File: config.mk
export PLATFORM = sky130hd
export DESIGN_NAME = control_sequencer
export DESIGN_NICKNAME = d
export VERILOG_FILES = /design/src/rtl/control_sequencer.sv
export SDC_FILE = /design/constraint.sdc
export NUM_CORES = 1
export LEC_CHECK = 0
export ABC_AREA = 1
export CAP_MARGIN = 30
export CELL_PAD_IN_SITES_DETAIL_PLACEMENT = 2
export CELL_PAD_IN_SITES_GLOBAL_PLACEMENT = 2
export CORE_UTILIZATION = 27
export DETAILED_ROUTE_END_ITERATION = 10
export GPL_TIMING_DRIVEN = 0
export PLACE_DENSITY_LB_ADDON = 0.25
export RECOVER_POWER = 25
export SLEW_MARGIN = 10
export SYNTH_ARGS = -nofsm -noshare
export SYNTH_HDL_FRONTEND = slang
export SYNTH_SLANG_ARGS = --single-unit
File: constraint.sdc
create_clock -name clk -period 4.1 [get_ports clk]
set_clock_uncertainty 0.15 [all_clocks]
set_input_delay 0.41 -clock clk [delete_from_list [all_inputs] [get_ports clk]]
set_output_delay 0.41 -clock clk [all_outputs]
set_load 0.02 [all_outputs]
File: src/rtl/control_sequencer.sv
// Moore-style control sequencer: fetch over a ready-handshaked memory, decode IR[31:27],
// and step through the execute T-steps, driving every datapath and register-select strobe.
module control_sequencer #(
   parameter int unsigned MEM_TIMEOUT = 255
) (
   input  logic       clk,
   input  logic       reset_n,
   input  logic [4:0] ir_op,
   input  logic       con_ff,
   input  logic       mem_done,
   input  logic       stop,
   output logic       Gra,
   output logic       Grb,
   output logic       Grc,
   output logic       Rin,
   output logic       Rout,
   output logic       BAout,
   output logic       PCout,
   output logic       PCin,
   output logic       IncPC,
   output logic       IRin,
   output logic       MARin,
   output logic       MDRin,
   output logic       MDRout,
   output logic       Yin,
   output logic       Zin,
   output logic       Zlowout,
   output logic       Cout,
   output logic       CONin,
   output logic       Read,
   output logic       Write,
   output logic [3:0] alu_op,
   output logic       run,
   output logic       fault
);

   localparam logic [4:0] OpLd   = 5'b00000;
   localparam logic [4:0] OpLdi  = 5'b00001;
   localparam logic [4:0] OpSt   = 5'b00010;
   localparam logic [4:0] OpAdd  = 5'b00011;
   localparam logic [4:0] OpSub  = 5'b00100;
   localparam logic [4:0] OpAnd  = 5'b00101;
   localparam logic [4:0] OpOr   = 5'b00110;
   localparam logic [4:0] OpAddi = 5'b01100;
   localparam logic [4:0] OpAndi = 5'b01101;
   localparam logic [4:0] OpOri  = 5'b01110;
   localparam logic [4:0] OpBr   = 5'b10010;
   localparam logic [4:0] OpJr   = 5'b10011;
   localparam logic [4:0] OpNop  = 5'b11010;
   localparam logic [4:0] OpHalt = 5'b11011;

   localparam logic [7:0] TimeoutLast = 8'(MEM_TIMEOUT - 1);

   typedef enum logic [4:0] {
      StT0, StT1, StT2, StT3, StE1,
      StAlu2, StImm2, StWb, StMar,
      StLdRd, StLdWb, StStMdr, StStWr,
      StBr2, StBr3, StBr4, StHalt
   } state_e;

   state_e     state_q, state_d;
   logic [7:0] cnt_q, cnt_d;
   logic       fault_q, fault_d;
   logic       in_wait;
   logic       done;

   always_ff @(posedge clk or negedge reset_n) begin
      if (!reset_n) begin
         state_q <= StT0;
         cnt_q   <= '0;
         fault_q <= 1'b0;
      end else begin
         state_q <= state_d;
         cnt_q   <= cnt_d;
         fault_q <= fault_d;
      end
   end

   always_comb begin
      state_d = state_q;
      cnt_d   = '0;
      fault_d = fault_q;
      done    = 1'b0;
      in_wait = (state_q == StT2) || (state_q == StLdRd) || (state_q == StStWr);
      case (state_q)
         StT0:    state_d = StT1;
         StT1:    state_d = StT2;
         StT2:    if (mem_done) state_d = StT3;
         StT3:    state_d = StE1;
         StE1: begin
            case (ir_op)
               OpAdd, OpSub, OpAnd, OpOr:                   state_d = StAlu2;
               OpAddi, OpAndi, OpOri, OpLdi, OpLd, OpSt:    state_d = StImm2;
               OpBr:                                        state_d = StBr2;
               OpJr, OpNop:                                 done    = 1'b1;
               OpHalt:                                      state_d = StHalt;
               default: begin
                  state_d = StHalt;
                  fault_d = 1'b1;
               end
            endcase
         end
         StAlu2:  state_d = StWb;
         StImm2:  state_d = (ir_op == OpLd || ir_op == OpSt) ? StMar : StWb;
         StWb:    done    = 1'b1;
         StMar:   state_d = (ir_op == OpLd) ? StLdRd : StStMdr;
         StLdRd:  if (mem_done) state_d = StLdWb;
         StLdWb:  done    = 1'b1;
         StStMdr: state_d = StStWr;
         StStWr:  if (mem_done) done = 1'b1;
         StBr2:   state_d = StBr3;
         StBr3:   state_d = StBr4;
         StBr4:   done    = 1'b1;
         StHalt:  state_d = StHalt;
         default: state_d = StHalt;
      endcase

      // A stalled wait step either times out into a faulted halt or keeps counting.
      if (in_wait && !mem_done) begin
         if (cnt_q == TimeoutLast) begin
            state_d = StHalt;
            fault_d = 1'b1;
         end else begin
            cnt_d = cnt_q + 8'd1;
         end
      end

      if (done) state_d = stop ? StHalt : StT0;
   end

   // Strobes decode from the state; the reset gate forces all outputs low while reset_n is low.
   always_comb begin
      {Gra, Grb, Grc, Rin, Rout, BAout} = '0;
      {PCout, PCin, IncPC, IRin, MARin, MDRin, MDRout} = '0;
      {Yin, Zin, Zlowout, Cout, CONin, Read, Write} = '0;
      alu_op = 4'd0;
      run    = 1'b0;
      if (reset_n) begin
         run = (state_q != StHalt);
         case (state_q)
            StT0: {PCout, MARin, IncPC, Zin} = 4'b1111;
            StT1: {Zlowout, PCin} = 2'b11;
            StT2: {Read, MDRin} = 2'b11;
            StT3: {MDRout, IRin} = 2'b11;
            StE1: begin
               case (ir_op)
                  OpAdd, OpSub, OpAnd, OpOr, OpAddi, OpAndi, OpOri: {Grb, Rout, Yin} = 3'b111;
                  OpLdi, OpLd, OpSt: {Grb, BAout, Yin} = 3'b111;
                  OpBr: {Gra, Rout, CONin} = 3'b111;
                  OpJr: {Gra, Rout, PCin} = 3'b111;
                  default: ;
               endcase
            end
            StAlu2: begin
               {Grc, Rout, Zin} = 3'b111;
               case (ir_op)
                  OpSub:   alu_op = 4'd1;
                  OpAnd:   alu_op = 4'd2;
                  OpOr:    alu_op = 4'd3;
                  default: alu_op = 4'd0;
               endcase
            end
            StImm2: begin
               {Cout, Zin} = 2'b11;
               case (ir_op)
                  OpAndi:  alu_op = 4'd2;
                  OpOri:   alu_op = 4'd3;
                  default: alu_op = 4'd0;
               endcase
            end
            StWb:    {Zlowout, Gra, Rin} = 3'b111;
            StMar:   {Zlowout, MARin} = 2'b11;
            StLdRd:  {Read, MDRin} = 2'b11;
            StLdWb:  {MDRout, Gra, Rin} = 3'b111;
            StStMdr: {Gra, Rout, MDRin} = 3'b111;
            StStWr:  Write = 1'b1;
            StBr2:   {PCout, Yin} = 2'b11;
            StBr3:   {Cout, Zin} = 2'b11;
            StBr4:   {Zlowout, PCin} = {2{con_ff}};
            default: ;
         endcase
      end
   end

   assign fault = fault_q;

endmodule

## Word-level counts from Yosys, hierarchy flattened

Index checks and enable logic that the tools add are counted.
W data, S select, Z words.

| word-level totals | value |
|---|---|
| flip-flop bits (word level) | 14 |
| bits of input ports | 10 |
| output and inout port bits | 26 |
| word-level logic and storage cells | 132 |

| cells by class | value |
|---|---|
| add/sub/neg operators | 1 |
| eq/ne operators | 30 |
| multiplexer cells | 70 |
| reduce and logical (&&, ||, !) cells | 28 |

Operator list:

| kind | count |
|---|---|
| $pmux W5 S13 | 1 |
| $eq A5 B4 Y1 const B | 11 |
| $mux W1 | 48 |
| $eq A5 B3 Y1 const B | 7 |
| $mux W5 | 6 |
| $eq A5 B2 Y1 const B | 4 |
| $eq A5 B5 Y1 const B | 4 |
| $pmux W5 S4 | 1 |
| $reduce_or A2 Y1 | 9 |
| $mux W8 | 2 |
| $reduce_or A3 Y1 | 5 |
| $reduce_or A14 Y1 | 1 |
| $reduce_or A4 Y1 | 3 |
| $eq A5 B1 Y1 const B | 2 |
| $logic_not A5 Y1 | 2 |
| $reduce_or A10 Y1 | 1 |
| $reduce_or A9 Y1 | 1 |
| $add A8 B1 Y8 const B | 1 |
| $eq A8 B8 Y1 const B | 1 |
| $pmux W1 S2 | 4 |
| $pmux W2 S2 | 2 |
| $pmux W1 S3 | 2 |
| $pmux W2 S3 | 1 |
| $reduce_or A6 Y1 | 1 |
| 6 further kinds | 9 |

## Longest topological paths before layout

| depth | value |
|---|---|
| depth after elaboration | 7 |
| gate-level depth with buffers | 10 |
| gate-level depth less buffers | 10 |

## Least setup slack after synthesis

Ideal clock, no wire load.

| path | value |
|---|---|
| path type | reg2out |
| start point | register state_q[3] |
| end point | output port alu_op[0] |
| arrival | 1542 ps |
| required time | 3540 ps |
| setup slack | 1998 ps |
| stages on the path, launching flop included | 9 |
| path buffers | 1 |
| cells stage by stage | dfrtp_1 -> buf_6 -> inv_2 -> nand3_2 -> nor2_1 -> inv_2 -> nor2_2 -> nand2_1 -> o22ai_1 |

| between the ends | value |
|---|---|
| longest elaborated chain between the ends | 3 |
| elaborated cells between the ends (all ways) | 4 |
| those cells by class | eq/ne: 2; mux: 2 |

RTL lines:

| what | RTL line | RTL |
|---|---|---|
| start: declaration | 61 | `state_e state_q, state_d;` |
| start signal: assignment | 69 | `state_q <= StT0;` |
| start signal: assignment | 73 | `state_q <= state_d;` |
| $eq A5 B3 Y1 | 140 | `case (state_q)` |
| $pmux W2 S2 (*) | 140 |  |
| $mux W2 (*) | 138 | `if (reset_n) begin` |
| end: declaration | 32 | `output logic [3:0] alu_op,` |

Mark *: on every way between the ends. The rest lies on a longest branch, timed or not.

## Worst setup path after layout

| path | value |
|---|---|
| start point | input port reset_n |
| end point | output port IRin |

| between the ends | value |
|---|---|
| longest elaborated chain between the ends | 1 |

RTL lines:

| what | RTL line | RTL |
|---|---|---|
| start: declaration | 7 | `input logic reset_n,` |
| $mux W1 | 138 |  |
| end: declaration | 21 | `output logic IRin,` |

Every way passes these cells.

==> metrics <==
status=complete, no violations; Avg Synthesized Cell Area=6.032 um^2; hold bufs inserted after CTS=0; 1st-iter DRT viols=38; Clk pwr share=42.9%; Setup crit end kind=primary output; final count of pins violating max slew=0; yosys synthesis warning count=0; HP Class=register to register; FILL cells=651; Die H=76.88 um; minimum clock period=3134 ps; Reg power frac=43.8%; Layout area overhead=31.07%; fin crit share=76.44%; Finished Layout Cells=359; Crit Path Max Fanout=10; flops & latches, synth=14; Max Cap Viol=0; final core utilization=37.89%; Routed Antenna Nets=0; routed len/inst=15.72 um; placed cell count=354; most common cell in the netlist=nand2_1; nets@finish=302; Worst path max stage delay=830 ps; CTS Buffer Depth=2; routed vias/inst=4.958; FFs w/ async S/R, synth=100.0%; Leak=0.9256 nW; core region area=5238 um^2; sequential-to-total area share from yosys stat=23.14%; Post-synth EDFFs=0; leading area contributor after synthesis=dfrtp_1; P_sw=0.07842 mW; RSZ-0062 raised after global routing=no; reg2reg start=state_q[0]$_DFF_PN0_; Worst-path clk slew=60 ps; Fin Setup TNS=0 ps; number of H-tree levels=1; Primary FF master, synth=dfrtp_1; layout cell share with drive strength beyond 1=13.15%; PostCTS Resize Cnt=0; critical path arrival=2570 ps; Logic pwr share=13.3%; Post-CTS Setup Bufs=0; Pwr per Cell Area=159.0 nW/um^2; crit-path cells=dlygate4sd3_1 -> inv_1 -> clkbuf_1 -> nor2_1 -> clkdlybuf4s50_1; initial antenna violation count=0; Num CTS Buffers=3; # setup viols final=0; switch share=24.86%; cell area after synthesis=1514 um^2; drt pass-1 iters=4; WHS=324.8 ps; first-pass GRT wire length=9397 um; DP HPWL=4628 um; vias in the first global route=1,882; io pins=36; via count=1,780; post-synth top area share=23.14%; Worst setup startpoint=reset_n; Post-synth top cells=nand2_1, nor2_1, nand3_1, inv_1, a21oi_1; CTS Root Cell=clkbuf_8; Hold Vio Cnt, Final=0; Slew HR=60.34%; clk sinks=14; worst setup margin=965.9 ps; CTS tree=built; pre-CTS WS=546.8 ps; largest net degree at the start of global routing=21; DRC viols=0; Setup CP Type=input port to primary output; gr ovfl total=0; cell area after placement=1926 um^2; crit path launch type=input port; count of distinct cell types in the synthesized netlist=34; initial core utilization=28.91%; hold_sp=fault$_DFF_PN0_; RePlAce Congestion=0.8158; sequential cell area=350.3 um^2; IO buf count=32; Slew @ Worst Pin=594.9 ps; Final Power=0.3155 mW; Slowest cell on crit path=dlygate4sd3_1; diode count=0; final instance area=1984 um^2; WP data required=3540 ps; die area=5911 um^2; clk_lat worst skew=240 ps; gr usage total=20.26%; drt total wl=5645 um; Die X=76.88 um; Syn Inst Count=251; Placement Rows=26; area taken by multi-input logic gates=1020 um^2; maximum vdd drop=0.1311 mV; internal power=0.2370 mW; synth top area cells=dfrtp_1, nand2_1, nor2_1, nand3_1, inv_1; f_max=319.1 MHz
==> logic make-up after synthesis <==
logic type,share of synthesized area (%)
buffers and inverters,9.751
AND/OR/NAND/NOR,55.21
adder cells (fa/ha/maj),1.653
XOR/XNOR,1.736
other,0.2477
AO/OA/AOI/OAI,8.264
flip-flops,23.14
==> worst max-delay path, delay by kind of cell <==
kind / cells / cell delay (ps)
buf+inv: 4 / 1980
simple gates: 1 / 170
==> state kept, by name (all words and copies together) (netlist names) <==
| register | cells |
|---|---|
| cnt_q | 8 |
| fault | 1 |
| state_q | 5 |
==> cell usage in the layout, fill, tap and decap left out, types with 3 or more instances in the layout <==
cell type,netlist,final
clkbuf_8,0,4
nand2_1,57,57
nor2_2,4,4
nor2_4,3,3
nand2_2,5,5
clkdlybuf4s50_1,0,31
nor3_1,6,6
dfrtp_1,14,14
nand3_1,28,28
inv_2,7,7
nand3_2,5,5
nor2_1,56,56
a21oi_1,15,15
inv_1,22,22
o22ai_1,3,3
==> worst paths after layout <==
check / to / slack (ps) / cells after the start
setup / recovery: IRin / 970 / 5
hold / removal: fault$_DFF_PN0_ / 320 / 2
setup reg to reg: state_q[3]$_DFF_PN0_ / 2310 / 8
hold reg to reg: fault$_DFF_PN0_ / 320 / 2
max in group asynchronous: fault$_DFF_PN0_ / 2510 / 2
min in group asynchronous: cnt_q[2]$_DFF_PN0_ / 410 / 1
==> layout make-up <==
cell class / count / share of cell area (%)
Tap cell: 70 / 4.414
Multi-Input combinational cell: 203 / 51.39
Clock buffer: 4 / 2.774
Timing Repair Buffer: 33 / 16.33
Inverter: 30 / 5.675
Sequential cell: 14 / 17.65
Buffer: 5 / 1.765
==> power by group through the flow <==
stage	combinational (mW)	clock (mW)	sequential [mW]
2_1_floorplan	0.0212	0	0.141
3_3_place_gp	0.0412	0	0.141
3_5_place_dp	0.0422	0	0.141
4_1_cts	0.0424	0.139	0.138
5_1_grt	0.0467	0.146	0.138
6_report	0.0418	0.135	0.138
==> routing by layer <==
layer	GRT usage (%)	wire length, um	vias up
li1	-	-	878
met1	25.31	2585	865
met2	37.41	2903	30
met3	2.262	94	7
met4	3.269	61	0
met5	0	0	-
Note: power is estimated with default switching activity, not from simulation.
